===== config.mk =====
export PLATFORM = sky130hd
export DESIGN_NAME = bcd_rtc_counter
export DESIGN_NICKNAME = d
export VERILOG_FILES = /design/src/rtl/rtc_pkg.sv /design/src/rtl/rtc_tick_prescaler.sv /design/src/rtl/bcd_rtc_counter.sv
export SDC_FILE = /design/constraint.sdc
export NUM_CORES = 1
export LEC_CHECK = 0
export CAP_MARGIN = 20
export CORE_MARGIN = 1.5
export CORE_UTILIZATION = 30
export CTS_CLUSTER_SIZE = 24
export DETAILED_ROUTE_END_ITERATION = 16
export GPL_TIMING_DRIVEN = 1
export REMOVE_ABC_BUFFERS = 1
export SLEW_MARGIN = 30
export SYNTH_ARGS = -nofsm -noshare
export SYNTH_HDL_FRONTEND = slang
export SYNTH_SLANG_ARGS = --single-unit

===== constraint.sdc =====
create_clock -name clk -period 4.7 [get_ports clk]
set_input_delay 0.94 -clock clk [delete_from_list [all_inputs] [get_ports clk]]
set_output_delay 0.94 -clock clk [all_outputs]
set_load 0.005 [all_outputs]

===== src/rtl/rtc_pkg.sv =====
// Shared types, digit limits and BCD helpers for the time-of-day counter.
// time_valid() is the single range check used for both time and alarm loads.
package rtc_pkg;

  typedef logic [3:0] bcd_t;

  typedef struct packed {
    bcd_t h2;
    bcd_t h1;
    bcd_t m2;
    bcd_t m1;
    bcd_t s2;
    bcd_t s1;
  } rtc_time_t;

  localparam bcd_t SEC_TENS_MAX        = 4'd5;
  localparam bcd_t DIGIT_MAX           = 4'd9;
  localparam bcd_t HOUR_TENS_MAX       = 4'd2;
  localparam bcd_t HOUR_ONES_MAX_AT_20 = 4'd3;

  function automatic logic time_valid(input rtc_time_t t);
    return (t.s1 <= DIGIT_MAX) && (t.s2 <= SEC_TENS_MAX) &&
           (t.m1 <= DIGIT_MAX) && (t.m2 <= SEC_TENS_MAX) &&
           (t.h1 <= DIGIT_MAX) && (t.h2 <= HOUR_TENS_MAX) &&
           !((t.h2 == HOUR_TENS_MAX) && (t.h1 > HOUR_ONES_MAX_AT_20));
  endfunction

  // One-second advance with digit-wise BCD carries; 23:59:59 rolls to 00:00:00.
  function automatic rtc_time_t time_inc(input rtc_time_t t);
    rtc_time_t n;
    n = t;
    if (t.s1 != DIGIT_MAX) begin
      n.s1 = t.s1 + 4'd1;
    end else begin
      n.s1 = 4'd0;
      if (t.s2 != SEC_TENS_MAX) begin
        n.s2 = t.s2 + 4'd1;
      end else begin
        n.s2 = 4'd0;
        if (t.m1 != DIGIT_MAX) begin
          n.m1 = t.m1 + 4'd1;
        end else begin
          n.m1 = 4'd0;
          if (t.m2 != SEC_TENS_MAX) begin
            n.m2 = t.m2 + 4'd1;
          end else begin
            n.m2 = 4'd0;
            if ((t.h2 == HOUR_TENS_MAX) && (t.h1 == HOUR_ONES_MAX_AT_20)) begin
              n.h2 = 4'd0;
              n.h1 = 4'd0;
            end else if (t.h1 == DIGIT_MAX) begin
              n.h2 = t.h2 + 4'd1;
              n.h1 = 4'd0;
            end else begin
              n.h1 = t.h1 + 4'd1;
            end
          end
        end
      end
    end
    return n;
  endfunction

endpackage


===== src/rtl/rtc_tick_prescaler.sv =====
// Divides clk down to a one-cycle tick every TICK_DIV running cycles.
// Holds while run=0; clr restarts the count and suppresses a coincident tick.
module rtc_tick_prescaler #(
  parameter int TICK_DIV = 100000000,
  parameter int CNT_W    = 27
) (
  input  logic clk,
  input  logic rst,
  input  logic run,
  input  logic clr,
  output logic tick
);

  localparam logic [CNT_W-1:0] LAST = CNT_W'(TICK_DIV - 1);

  logic [CNT_W-1:0] r_cnt;
  logic             w_expire;

  assign w_expire = run && (r_cnt == LAST);
  assign tick     = w_expire && !clr;

  always_ff @(posedge clk or posedge rst) begin
    if (rst) begin
      r_cnt <= '0;
    end else if (clr || w_expire) begin
      r_cnt <= '0;
    end else if (run) begin
      r_cnt <= r_cnt + 1'b1;
    end
  end

endmodule


===== src/rtl/bcd_rtc_counter.sv =====
// hh:mm:ss BCD time-of-day counter with load, alarm, day-wrap and 12h/24h display.
// Count is always 24h internally; the 12h view is a zero-latency remap of the hour.
module bcd_rtc_counter
  import rtc_pkg::*;
#(
  parameter int TICK_DIV = 100000000,
  parameter int CNT_W    = 27
) (
  input  logic        clk,
  input  logic        rst,
  input  logic        run,
  input  logic        mode12,
  input  logic        load_valid,
  input  logic [23:0] load_time,
  input  logic        alarm_we,
  input  logic [23:0] alarm_time,
  input  logic        alarm_en,
  output logic [3:0]  s1,
  output logic [3:0]  s2,
  output logic [3:0]  m1,
  output logic [3:0]  m2,
  output logic [3:0]  h1,
  output logic [3:0]  h2,
  output logic        pm,
  output logic        sec_tick,
  output logic        day_wrap,
  output logic        alarm_hit,
  output logic        load_err
);

  rtc_time_t r_time;
  rtc_time_t r_alarm;
  logic      r_sec_tick;
  logic      r_day_wrap;
  logic      r_alarm_hit;
  logic      r_load_err;

  rtc_time_t w_load_time;
  rtc_time_t w_alarm_time;
  rtc_time_t w_next;
  logic      w_load_ok;
  logic      w_alarm_ok;
  logic      w_err;
  logic      w_tick;

  assign w_load_time  = load_time;
  assign w_alarm_time = alarm_time;
  assign w_load_ok    = load_valid && time_valid(w_load_time);
  assign w_alarm_ok   = alarm_we && time_valid(w_alarm_time);
  assign w_err        = (load_valid && !time_valid(w_load_time)) ||
                        (alarm_we && !time_valid(w_alarm_time));
  assign w_next       = time_inc(r_time);

  // An accepted load clears the prescaler, which also swallows any tick due this edge.
  rtc_tick_prescaler #(
    .TICK_DIV(TICK_DIV),
    .CNT_W   (CNT_W)
  ) u_prescaler (
    .clk (clk),
    .rst (rst),
    .run (run),
    .clr (w_load_ok),
    .tick(w_tick)
  );

  always_ff @(posedge clk or posedge rst) begin
    if (rst) begin
      r_time      <= '0;
      r_alarm     <= '0;
      r_sec_tick  <= 1'b0;
      r_day_wrap  <= 1'b0;
      r_alarm_hit <= 1'b0;
      r_load_err  <= 1'b0;
    end else begin
      if (w_load_ok) begin
        r_time <= w_load_time;
      end else if (w_tick) begin
        r_time <= w_next;
      end
      // Alarm match uses the pre-write alarm value when both happen together.
      if (w_alarm_ok) begin
        r_alarm <= w_alarm_time;
      end
      r_sec_tick  <= w_tick;
      r_day_wrap  <= w_tick && (w_next == '0);
      r_alarm_hit <= w_tick && alarm_en && (w_next == r_alarm);
      r_load_err  <= w_err;
    end
  end

  assign s1        = r_time.s1;
  assign s2        = r_time.s2;
  assign m1        = r_time.m1;
  assign m2        = r_time.m2;
  assign sec_tick  = r_sec_tick;
  assign day_wrap  = r_day_wrap;
  assign alarm_hit = r_alarm_hit;
  assign load_err  = r_load_err;

  // 12h remap: 00->12, 13..19->01..07, 20..21->08..09, 22..23->10..11.
  always_comb begin
    h2 = r_time.h2;
    h1 = r_time.h1;
    pm = 1'b0;
    if (mode12) begin
      pm = (r_time.h2 == 4'd2) || ((r_time.h2 == 4'd1) && (r_time.h1 >= 4'd2));
      if ((r_time.h2 == 4'd0) && (r_time.h1 == 4'd0)) begin
        h2 = 4'd1;
        h1 = 4'd2;
      end else if ((r_time.h2 == 4'd1) && (r_time.h1 >= 4'd3)) begin
        h2 = 4'd0;
        h1 = r_time.h1 - 4'd2;
      end else if ((r_time.h2 == 4'd2) && (r_time.h1 <= 4'd1)) begin
        h2 = 4'd0;
        h1 = r_time.h1 + 4'd8;
      end else if (r_time.h2 == 4'd2) begin
        h2 = 4'd1;
        h1 = r_time.h1 - 4'd2;
      end
    end
  end

endmodule

# After elaboration in Yosys (flattened, before gate mapping)
# Cells that the tools add are included.
# word_totals
mem_bits_ro	0
memories	0
latchBits	0
output_inout_bits	29
ram_bits	0
in_bits	55
regBits	79
wordCells	122
# classes
mul	0
reduce_logical	41
n_eq_ne	12
shift	0
n_lt_le_gt_ge	17
n_mux	26
add_sub_neg	9
bitwise	0
div	0
# ops
operator	n
two-way mux 4 bit	16
two-way mux 27 bit	2
two-way mux 24 bit	2
logical AND 1 bit	28
adder 27 x 1 -> 27 bit, second input constant	1
== test 27 bit, second input constant	1
adder 4 x 1 -> 4 bit, second input constant	6
== test 24 bit	1
less-or-equal comparator 4 bit, second input constant	6
zero test 24 bit	1
two-way mux 20 bit	1
== test 4 x 2 -> 1 bit, second input constant	4
less-or-equal comparator 4 x 3 -> 1 bit, second input constant	4
two-way mux 16 bit	1
two-way mux 8 bit	2
two-way mux 12 bit	1
>= comparator 4 x 2 -> 1 bit, second input constant	2
> comparator 4 x 2 -> 1 bit, second input constant	2
less-or-equal comparator 4 x 2 -> 1 bit, second input constant	2
zero test 4 bit	2
inequality test 4 x 3 -> 1 bit, second input constant	2
inequality test 4 bit, second input constant	2
zero test 1 bit	5
adder 4 bit, second input constant	1
7 further kinds	10

# Logic depth before layout (Yosys ltp)
# Gate-level depths: netlist (run 1).
# depth
depth_word	12
ltp_mapped	11
depth_no_buf	9

# Hierarchy
# Synthesis (run 1) repeated with hierarchy kept, for this count alone.
# unflattened
cells_unflattened	641
hier_area_um2	5549.1
# modules_own_cells
mod	seq_area_each_um2	n_inst	cells_each	area_per_inst_um2
bcd_rtc_counter	1301.2	1	486	4072.7
rtc_tick_prescaler	675.6	1	155	1476.4

# Worst setup path before layout (run 1)
# Ideal clock, no wire load.
# synth_path
path_kind	input-to-reg
startpoint	input port run
endpoint	register r_alarm_hit (netlist: alarm_hit)
path_buffers	3
required_time_ns	4.604
cell_stages	10
setup_ns	0.096
arrival_ns	3.150
path_slack_ns	1.454
path_cell_list	buf_2 and4_1 buf_2 nand2_1 or3_1 clkbuf_1 a2111o_1 or4_1 a2111o_1 nor4_2
# synth_via
elab_chain_len	4
# synth_rtl
element	line	text
start, declared	bcd_rtc_counter.sv:11	input logic run,
logical AND 1 bit	rtc_tick_prescaler.sv:19	assign w_expire = run && (r_cnt == LAST);
logical AND 1 bit	rtc_tick_prescaler.sv:20	assign tick = w_expire && !clr;
logical AND 1 bit (2 in a row)	bcd_rtc_counter.sv:86	r_alarm_hit <= w_tick && alarm_en && (w_next == r_alarm);
end signal, assigned	bcd_rtc_counter.sv:86	
end, declared	bcd_rtc_counter.sv:35	logic r_alarm_hit;
# No other way between the ends.
# A chain may end at the register's enable or synchronous reset.

# Worst setup path after layout (run 1)
# layout_path
startpoint	register r_time[20] (netlist name)
endpoint	output port h1[1]
# layout_via
elab_chain_len	6
elab_cells_between_ends	11
classes_between	eq/ne (2); mux (5); reduce/logical (4)
# layout_rtl
element	line	text
start, declared	bcd_rtc_counter.sv:31	rtc_time_t r_time;
start signal, assigned	bcd_rtc_counter.sv:76	r_time <= w_load_time;
start signal, assigned	bcd_rtc_counter.sv:78	r_time <= w_next;
== test 4 x 2 -> 1 bit	bcd_rtc_counter.sv:113, bcd_rtc_counter.sv:116	
two-way mux 4 bit or logical AND 1 bit (tied branches)	bcd_rtc_counter.sv:116, bcd_rtc_counter.sv:113	
two-way mux 4 bit	bcd_rtc_counter.sv:113	end else if ((r_time.h2 == 4'd2) && (r_time.h1 <= 4'd1)) begin
two-way mux 4 bit	bcd_rtc_counter.sv:110	end else if ((r_time.h2 == 4'd1) && (r_time.h1 >= 4'd3)) begin
two-way mux 4 bit (*)	bcd_rtc_counter.sv:107	if ((r_time.h2 == 4'd0) && (r_time.h1 == 4'd0)) begin
two-way mux 4 bit (*)	bcd_rtc_counter.sv:105	if (mode12) begin
end, declared	bcd_rtc_counter.sv:22	output logic [3:0] h1,
# Every way passes the cells marked *; elsewhere a longest branch is shown, timed or not.

==> flow_results.xml, run 1 <==
<?xml version="1.0" encoding="UTF-8"?>
<metrics>
  <group name="outcome">
    <metric name="outcome" unit="">finished, final reports clean</metric>
  </group>
  <group name="min_path">
    <metric name="hold_path.startpoint" unit="">r_alarm[10]$_DFFE_PP0P_</metric>
    <metric name="whs_path_depth" unit="">1</metric>
    <metric name="worst_hold_path.endpoint" unit="">r_alarm[10]$_DFFE_PP0P_</metric>
    <metric name="holdCritPathClass" unit="">reg -&gt; reg</metric>
  </group>
  <group name="floorplanning">
    <metric name="initial_standard_cell_utilization_of_the_core" unit="">0.3049</metric>
    <metric name="die_area" unit="sq mm">0.01901</metric>
    <metric name="core_area" unit="sq mm">0.01790</metric>
    <metric name="placement_rows" unit="">49</metric>
    <metric name="die_width" unit="microns">137.9</metric>
    <metric name="ioPinCount" unit="">84</metric>
    <metric name="die_span_y" unit="microns">137.9</metric>
  </group>
  <group name="synth">
    <metric name="synthesis.instances" unit="">642</metric>
    <metric name="synth_top_area_cell" unit="">sky130_fd_sc_hd__dfrtp_1</metric>
    <metric name="ys_seq_area_frac" unit="">0.3622</metric>
    <metric name="synthesis.area" unit="sq mm">0.005458</metric>
    <metric name="synth_commonest_cells" unit="">sky130_fd_sc_hd__dfrtp_1 (79), sky130_fd_sc_hd__nand2_1 (70), sky130_fd_sc_hd__nor2_1 (59)</metric>
    <metric name="synthesis.yosys.warnings" unit="">0</metric>
    <metric name="ys.flop_type" unit="">sky130_fd_sc_hd__dfrtp_1</metric>
    <metric name="synth_register_bits" unit="">79</metric>
    <metric name="synth_edf_count" unit="">0</metric>
    <metric name="synth.area.top_cells" unit="">sky130_fd_sc_hd__dfrtp_1 (36%), sky130_fd_sc_hd__nand2_1 (4.8%), sky130_fd_sc_hd__xor2_1 (4.5%)</metric>
    <metric name="synth.most_common_cell" unit="">sky130_fd_sc_hd__dfrtp_1</metric>
    <metric name="synthesis.area_per_instance" unit="sq um">8.501</metric>
    <metric name="synth_top_area_share" unit="">0.3622</metric>
    <metric name="share_of_flip_flops_with_an_asynchronous_set_or_reset" unit="">1.000</metric>
    <metric name="netlist-cell-type-count" unit="">66</metric>
  </group>
  <group name="clocking">
    <metric name="ctsRootBufferMaster" unit="">sky130_fd_sc_hd__clkbuf_16</metric>
    <metric name="cts_max_level" unit="">3</metric>
    <metric name="cts_tree" unit="">yes</metric>
    <metric name="cts_buffer_depth" unit="">2</metric>
    <metric name="clk_transition_reported_paths" unit="ns">0.07</metric>
    <metric name="cts_num_sinks" unit="">79</metric>
    <metric name="cts-buffers-inserted" unit="">9</metric>
    <metric name="postCtsSetupRepairBufs" unit="">0</metric>
    <metric name="worstSkewPairLatency" unit="ns">0.35</metric>
    <metric name="post_cts_resize_count" unit="">0</metric>
    <metric name="postCtsHoldBufs" unit="">0</metric>
  </group>
  <group name="timing">
    <metric name="final_min_period_over_clock_period" unit="">0.7964</metric>
    <metric name="final_max_slew_viol_count" unit="">0</metric>
    <metric name="max_freq" unit="MHz">267.2</metric>
    <metric name="grt_setup_unrepaired" unit="">false</metric>
    <metric name="finalHoldViolations" unit="">0</metric>
    <metric name="slew_headroom" unit="">0.4579</metric>
    <metric name="clock-skew-final" unit="ns">0.007822</metric>
    <metric name="setup_total_negative_slack" unit="ns">0</metric>
    <metric name="report.final.setup_viol" unit="">0</metric>
    <metric name="setup_ws" unit="ns">0.9570</metric>
    <metric name="tightestPinTransition" unit="ns">0.8122</metric>
    <metric name="final_period_minus_worst_setup_slack" unit="ns">3.743</metric>
  </group>
  <group name="finish">
    <metric name="antennaDiodeCount" unit="">0</metric>
    <metric name="layout-drive-gt1-share" unit="">0.07803</metric>
    <metric name="synthToLayoutAreaGrowth" unit="%">23.04</metric>
    <metric name="total_non_filler_cell_area_in_the_finished_layout" unit="sq mm">0.006715</metric>
    <metric name="design.final.nets" unit="">749</metric>
    <metric name="final_util" unit="">0.3751</metric>
  </group>
  <group name="drt">
    <metric name="wirelength" unit="mm">15.29</metric>
    <metric name="first_pass_iters" unit="">5</metric>
    <metric name="wl_per_cell" unit="microns">16.60</metric>
    <metric name="detail_route.iter0.violations" unit="">259</metric>
    <metric name="drt_drc_violations_left" unit="">0</metric>
    <metric name="num_vias" unit="">4810</metric>
    <metric name="vias_per_cell" unit="">5.223</metric>
    <metric name="ant_nets" unit="">0</metric>
  </group>
  <group name="global_routing">
    <metric name="overflow" unit="">0</metric>
    <metric name="grt_antenna_before_repair" unit="">0</metric>
    <metric name="grt_usage" unit="">0.1657</metric>
    <metric name="first_global_vias" unit="">4505</metric>
    <metric name="grt_first_pass_wirelength" unit="mm">24.09</metric>
    <metric name="maximum_number_of_pins_on_one_net_before_global_route_repair" unit="">45</metric>
  </group>
  <group name="placed_design">
    <metric name="postPlaceCellArea" unit="sq mm">0.006364</metric>
    <metric name="place_worst_setup_slack" unit="ns">0.8879</metric>
    <metric name="numPortBuffers" unit="">83</metric>
    <metric name="detailed_place_hpwl" unit="mm">11.32</metric>
    <metric name="gpl.final_weighted_congestion" unit="">0.8762</metric>
  </group>
  <group name="power">
    <metric name="p_total" unit="uW">2144</metric>
    <metric name="total_leakage_power" unit="uW">0.002680</metric>
    <metric name="vdd.ir_drop.worst" unit="V">0.0002159</metric>
    <metric name="power.density" unit="mW/mm^2">319.3</metric>
  </group>
  <group name="critical_path">
    <metric name="rr_worst_depth" unit="">9</metric>
    <metric name="r2r-start" unit="">r_time[20]$_DFFE_PP0P_</metric>
    <metric name="critPathCaptureType" unit="">output pin</metric>
    <metric name="critical_path.startpoint_type" unit="">register</metric>
    <metric name="crit_required" unit="ns">3.76</metric>
    <metric name="setup.worst_path.class" unit="">reg -&gt; out</metric>
    <metric name="regToRegEndpoint" unit="">alarm_hit$_DFF_PP0_</metric>
    <metric name="worst-endpoint-arrival" unit="ns">2.80</metric>
    <metric name="r2r_setup_slack" unit="ns">1.30</metric>
    <metric name="worstPathMaxFanout" unit="">13</metric>
  </group>
  <group name="job">
    <metric name="cap_violations" unit="">0</metric>
  </group>
</metrics>
through the flow:
step                instances  hold WS (ns)
floorplan                 585        0.4973
global placement          905        0.5141
global route              921        0.5510
finish                    921        0.5350
CTS                       921        0.5334
detailed placement        905        0.5170
power breakdown:
| group | switching, uW | total, uW | internal, uW |
|---|---|---|---|
| Sequential | 114 | 857 | 743 |
| Combinational | 212 | 451 | 239 |
| Clock | 309 | 835 | 526 |
registers in the layout (all words and copies together) (netlist names):
register,cells
alarm_hit,1
day_wrap,1
load_err,1
m1,4
m2,4
r_alarm,24
r_time,8
s1,4
s2,4
sec_tick,1
u_prescaler.r_cnt,27
layer usage:
metal / GRT usage / routed length, microns / up-vias
met1: 0.2296 / 7329 / 2320
met3: 0.03582 / 663 / 16
met2: 0.2598 / 7062 / 112
li1: - / - / 2362
met4: 0.04688 / 233 / 0
met5: 0 / 0 / -
cell usage in the layout (no fill, tap or decap), types with 6 or more instances in the layout:
cell type,n
sky130_fd_sc_hd__nand2b_1,13
sky130_fd_sc_hd__nand2_1,70
sky130_fd_sc_hd__mux2i_1,7
sky130_fd_sc_hd__clkdlybuf4s50_1,83
sky130_fd_sc_hd__o31ai_1,6
sky130_fd_sc_hd__dfrtp_1,79
sky130_fd_sc_hd__mux2_2,19
sky130_fd_sc_hd__and2_1,6
sky130_fd_sc_hd__o21ai_0,45
sky130_fd_sc_hd__nand4_1,16
sky130_fd_sc_hd__nor2_1,59
sky130_fd_sc_hd__xnor2_1,26
sky130_fd_sc_hd__xor2_1,28
sky130_fd_sc_hd__nor4_1,9
sky130_fd_sc_hd__nand3_1,20
sky130_fd_sc_hd__ha_1,7
sky130_fd_sc_hd__clkbuf_16,9
sky130_fd_sc_hd__buf_4,8
sky130_fd_sc_hd__a21oi_1,31
sky130_fd_sc_hd__nor2b_1,10
sky130_fd_sc_hd__nor3_1,16
sky130_fd_sc_hd__a22oi_1,7
sky130_fd_sc_hd__inv_1,15
sky130_fd_sc_hd__or3_1,8
kinds of logic after synthesis:
logic type                 count (synthesis)  share of synthesized area
and+or+nand+nor                          274                     0.2726
AOI/OAI and AO/OA                        128                     0.1458
DFF                                       79                     0.3622
buffers and inverters                     74                    0.06465
xor gates and xnor gates                  54                    0.08666
muxes                                     26                    0.05204
adders and majority gates                  7                    0.01605
critical path, cell delays in order, from the launching register on:
cell and delay [ns]:
sky130_fd_sc_hd__dfrtp_1 0.54, sky130_fd_sc_hd__inv_1 0.15, sky130_fd_sc_hd__ha_1 0.21, sky130_fd_sc_hd__or3b_1 0.49
sky130_fd_sc_hd__nor3_1 0.31, sky130_fd_sc_hd__o31ai_1 0.12, sky130_fd_sc_hd__a22o_1 0.19, sky130_fd_sc_hd__clkdlybuf4s50_1 0.44
layout make-up:
type | instances | area (sq um)
inverter | 17 | 65.06
tap | 229 | 286.5
clock buffer | 9 | 225.2
timing repair buffer | 91 | 890.9
fill | 1890 | 11190
multi-input combinational | 489 | 3144
sequential | 79 | 1977
clock inverter | 7 | 126.4
worst max-delay path by stage:
stage | from | endpoint | cells after the start
3_5_place_dp | run | alarm_hit$_DFF_PP0_ | 8
4_1_cts | r_time[20]$_DFFE_PP0P_ | h1[1] | 7
6_report | r_time[20]$_DFFE_PP0P_ | h1[1] | 7
2_1_floorplan | load_time[7] | u_prescaler.r_cnt[0]$_DFFE_PP0P_ | 6
5_1_grt | r_time[20]$_DFFE_PP0P_ | h1[1] | 7
3_3_place_gp | run | alarm_hit$_DFF_PP0_ | 8
Power figures use the tool's default switching activity.
==> run 2, diff against run 1 <==
==> constraint.sdc (replaced) <==
create_clock -name clk -period 3.3 [get_ports clk]
set_input_delay 0.66 -clock clk [delete_from_list [all_inputs] [get_ports clk]]
set_output_delay 0.66 -clock clk [all_outputs]
set_load 0.005 [all_outputs]
==> run 2 against run 1 <==
Effect of this change: setup slack got worse by 0.83 ns; clock skew increased by 0.00089 ns; global-route usage increased by 0.60 points; utilization increased by 1.2 points; routed wire length increased by 1.4%; cell count increased by 3.5%; die area unchanged; largest cell class unchanged; highest routed layer unchanged.
==> flow_results.xml, run 2 (synthesis gave the netlist of run 1 again) <==
<?xml version="1.0" encoding="UTF-8"?>
<metrics>
  <group name="finish">
    <metric name="register_containing_the_most_flip_flops_in_the_final_layout" unit="">u_prescaler.r_cnt</metric>
    <metric name="antennaDiodeCount" unit="">0</metric>
    <metric name="biggestRegsByFlops" unit="">u_prescaler.r_cnt x27, r_alarm x24, r_time x8</metric>
    <metric name="largest_register_ffs" unit="">27</metric>
    <metric name="n_fill_cell" unit="">1874</metric>
    <metric name="most_common_cell_after_layout_fill_and_taps_aside" unit="">sky130_fd_sc_hd__clkdlybuf4s50_1</metric>
    <metric name="synthToLayoutAreaGrowth" unit="%">26.91</metric>
    <metric name="finalNonFillerCells" unit="">953</metric>
    <metric name="design.final.nets" unit="">781</metric>
    <metric name="layout-drive-gt1-share" unit="">0.1202</metric>
    <metric name="most-common-layout-cells" unit="">sky130_fd_sc_hd__clkdlybuf4s50_1 (83), sky130_fd_sc_hd__dfrtp_1 (79), sky130_fd_sc_hd__nand2_1 (70), sky130_fd_sc_hd__nor2_1 (59), sky130_fd_sc_hd__o21ai_0 (45)</metric>
  </group>
  <group name="clocking">
    <metric name="cts_tree" unit="">yes</metric>
    <metric name="cts_buffer_depth" unit="">2</metric>
    <metric name="ctsRootBufferMaster" unit="">sky130_fd_sc_hd__clkbuf_16</metric>
    <metric name="cts-buffers-inserted" unit="">9</metric>
    <metric name="clk_transition_reported_paths" unit="ns">0.07</metric>
    <metric name="cts_num_sinks" unit="">79</metric>
    <metric name="cts_max_level" unit="">3</metric>
    <metric name="worstSkewPairLatency" unit="ns">0.36</metric>
  </group>
  <group name="timing">
    <metric name="finalHoldViolations" unit="">0</metric>
    <metric name="max_freq" unit="MHz">315.5</metric>
    <metric name="setup_total_negative_slack" unit="ns">0</metric>
    <metric name="grt_setup_unrepaired" unit="">false</metric>
    <metric name="slew_headroom" unit="">0.5923</metric>
    <metric name="final_max_slew_viol_count" unit="">0</metric>
    <metric name="report.final.setup_viol" unit="">0</metric>
    <metric name="tightestPinTransition" unit="ns">0.6060</metric>
    <metric name="final_period_minus_worst_setup_slack" unit="ns">3.170</metric>
    <metric name="final_min_period_over_clock_period" unit="">0.9606</metric>
    <metric name="hold_ws" unit="ns">0.5287</metric>
    <metric name="clock-skew-final" unit="ns">0.008710</metric>
  </group>
  <group name="critical_path">
    <metric name="critical_path.startpoint_type" unit="">register</metric>
    <metric name="worst-endpoint-arrival" unit="ns">2.51</metric>
    <metric name="crit_buf_inv" unit="">1</metric>
    <metric name="beginning_of_the_critical_path" unit="">r_time[17]$_DFFE_PP0P_</metric>
    <metric name="critical-path-top-delay-family" unit="">compound AO/OA/AOI/OAI gates</metric>
    <metric name="timing.critical_path.cells" unit="">and2_1 &gt; o311a_1 &gt; a21o_1 &gt; nand2_1 &gt; o21ai_0 &gt; a21oi_1 &gt; clkdlybuf4s50_1</metric>
    <metric name="slowest_stage" unit="">sky130_fd_sc_hd__dfrtp_1</metric>
    <metric name="setup.worst_path.class" unit="">reg -&gt; out</metric>
    <metric name="rr_worst_depth" unit="">9</metric>
    <metric name="critPathCaptureType" unit="">output pin</metric>
    <metric name="r2r-start" unit="">r_time[20]$_DFFE_PP0P_</metric>
    <metric name="r2r_setup_slack" unit="ns">0.33</metric>
    <metric name="worstPathMaxFanout" unit="">14</metric>
    <metric name="crit_required" unit="ns">2.64</metric>
    <metric name="slowest_delay" unit="ns">0.53</metric>
    <metric name="regToRegEndpoint" unit="">alarm_hit$_DFF_PP0_</metric>
  </group>
  <group name="drt">
    <metric name="first_pass_iters" unit="">4</metric>
    <metric name="detail_route.iter0.violations" unit="">291</metric>
    <metric name="wirelength" unit="mm">15.50</metric>
    <metric name="num_vias" unit="">4937</metric>
    <metric name="wl_per_cell" unit="microns">16.26</metric>
    <metric name="drt_drc_violations_left" unit="">0</metric>
    <metric name="ant_nets" unit="">0</metric>
    <metric name="vias_per_cell" unit="">5.180</metric>
  </group>
  <group name="placed_design">
    <metric name="detailed_place_hpwl" unit="mm">11.64</metric>
    <metric name="placed_cells_incl_taps" unit="">937</metric>
    <metric name="numPortBuffers" unit="">83</metric>
    <metric name="gpl.final_weighted_congestion" unit="">0.8666</metric>
  </group>
  <group name="global_routing">
    <metric name="grt_usage" unit="">0.1717</metric>
    <metric name="grt_first_pass_wirelength" unit="mm">24.85</metric>
    <metric name="grt_antenna_before_repair" unit="">0</metric>
    <metric name="maximum_number_of_pins_on_one_net_before_global_route_repair" unit="">80</metric>
    <metric name="globalRoute.busiestLayer" unit="">met2</metric>
    <metric name="first_global_vias" unit="">4698</metric>
    <metric name="met1_usage" unit="">0.2353</metric>
    <metric name="met2_track_usage_gr" unit="">0.2667</metric>
    <metric name="grt.met3_usage" unit="">0.03801</metric>
    <metric name="overflow" unit="">0</metric>
  </group>
  <group name="min_path">
    <metric name="holdCritPathClass" unit="">reg -&gt; reg</metric>
    <metric name="whs_path_depth" unit="">1</metric>
    <metric name="worst_hold_path.endpoint" unit="">r_alarm[10]$_DFFE_PP0P_</metric>
    <metric name="hold_path.startpoint" unit="">r_alarm[10]$_DFFE_PP0P_</metric>
  </group>
  <group name="power">
    <metric name="vdd.ir_drop.worst" unit="V">0.0002429</metric>
    <metric name="total_leakage_power" unit="uW">0.002834</metric>
    <metric name="power.density" unit="mW/mm^2">427.0</metric>
  </group>
  <group name="outcome">
    <metric name="outcome" unit="">finished, final reports clean</metric>
  </group>
  <group name="floorplanning">
    <metric name="core_area" unit="sq mm">0.01790</metric>
    <metric name="placement_rows" unit="">49</metric>
    <metric name="initial_standard_cell_utilization_of_the_core" unit="">0.3049</metric>
    <metric name="ioPinCount" unit="">84</metric>
    <metric name="die_area" unit="sq mm">0.01901</metric>
    <metric name="die_span_y" unit="microns">137.9</metric>
    <metric name="die_width" unit="microns">137.9</metric>
  </group>
  <group name="job">
    <metric name="cap_violations" unit="">0</metric>
  </group>
</metrics>
[run 2: cell count changes in the layout (fill, tap and decap cells not counted)]
cell	before	now
sky130_fd_sc_hd__clkinv_4	0	1
sky130_fd_sc_hd__clkinv_2	1	2
sky130_fd_sc_hd__buf_4	8	39
sky130_fd_sc_hd__bufinv_16	3	1
sky130_fd_sc_hd__buf_12	0	1
sky130_fd_sc_hd__nor3_2	1	2
sky130_fd_sc_hd__nor3_1	16	15
[run 2: repair_timing]
item,CTS,global route
buffers inserted,0,0
setup endpoints to repair,0,1
hold buffers,0,0
gates resized for setup,0,1
hold endpoints to repair,0,0
[run 2: power breakdown]
group,total (uW),switching (uW),internal [uW]
clock,1030,435,596
sequential,1150,93.5,1060
combinational,774,385,388
total,2960,914,2040
[run 2: worst max-delay path by stage]
| stage | to | slack, ns | cells after the start |
|---|---|---|---|
| 3_3_place_gp | alarm_hit$_DFF_PP0_ | 0.06 | 8 |
| 6_report | h1[3] | 0.13 | 7 |
| 4_1_cts | h1[1] | 0.03 | 7 |
| 3_5_place_dp | alarm_hit$_DFF_PP0_ | 0.02 | 8 |
| 2_1_floorplan | u_prescaler.r_cnt[0]$_DFFE_PP0P_ | -1.12 | 6 |
| 5_1_grt | h1[1] | 0.04 | 7 |
[run 2: cell type report]
class,instances,area (sq um),area share
clock buffers,9,225.2,0.03251
clock inverters,7,80.08,0.01156
inverters,17,65.06,0.009393
multi-input cells,489,3149,0.4547
flip-flops and latches,79,1977,0.2854
well taps,229,286.5,0.04137
repair buffers,123,1144,0.1651
[run 2: routing by layer]
layer / part of all wire / vias up
met3: 0.053 / 20
met5: 0 / -
met1: 0.47 / 2366
met4: 0.019 / 0
li1: - / 2434
met2: 0.46 / 117
[run 2: stage by stage]
| stage | area [sq um] | setup slack, ns | total power (uW) | util |
|---|---|---|---|---|
| finish | 6927 | 0.1300 | 2958 | 0.3869 |
| global route | 6927 | 0.03881 | 3142 | 0.3869 |
| CTS | 6922 | 0.02809 | 2988 | 0.3866 |
| detailed placement | 6616 | 0.02166 | 1941 | 0.3696 |
| global placement | 6616 | 0.05767 | 1934 | 0.3696 |
| floorplan | 5169 | -1.117 | 1590 | - |
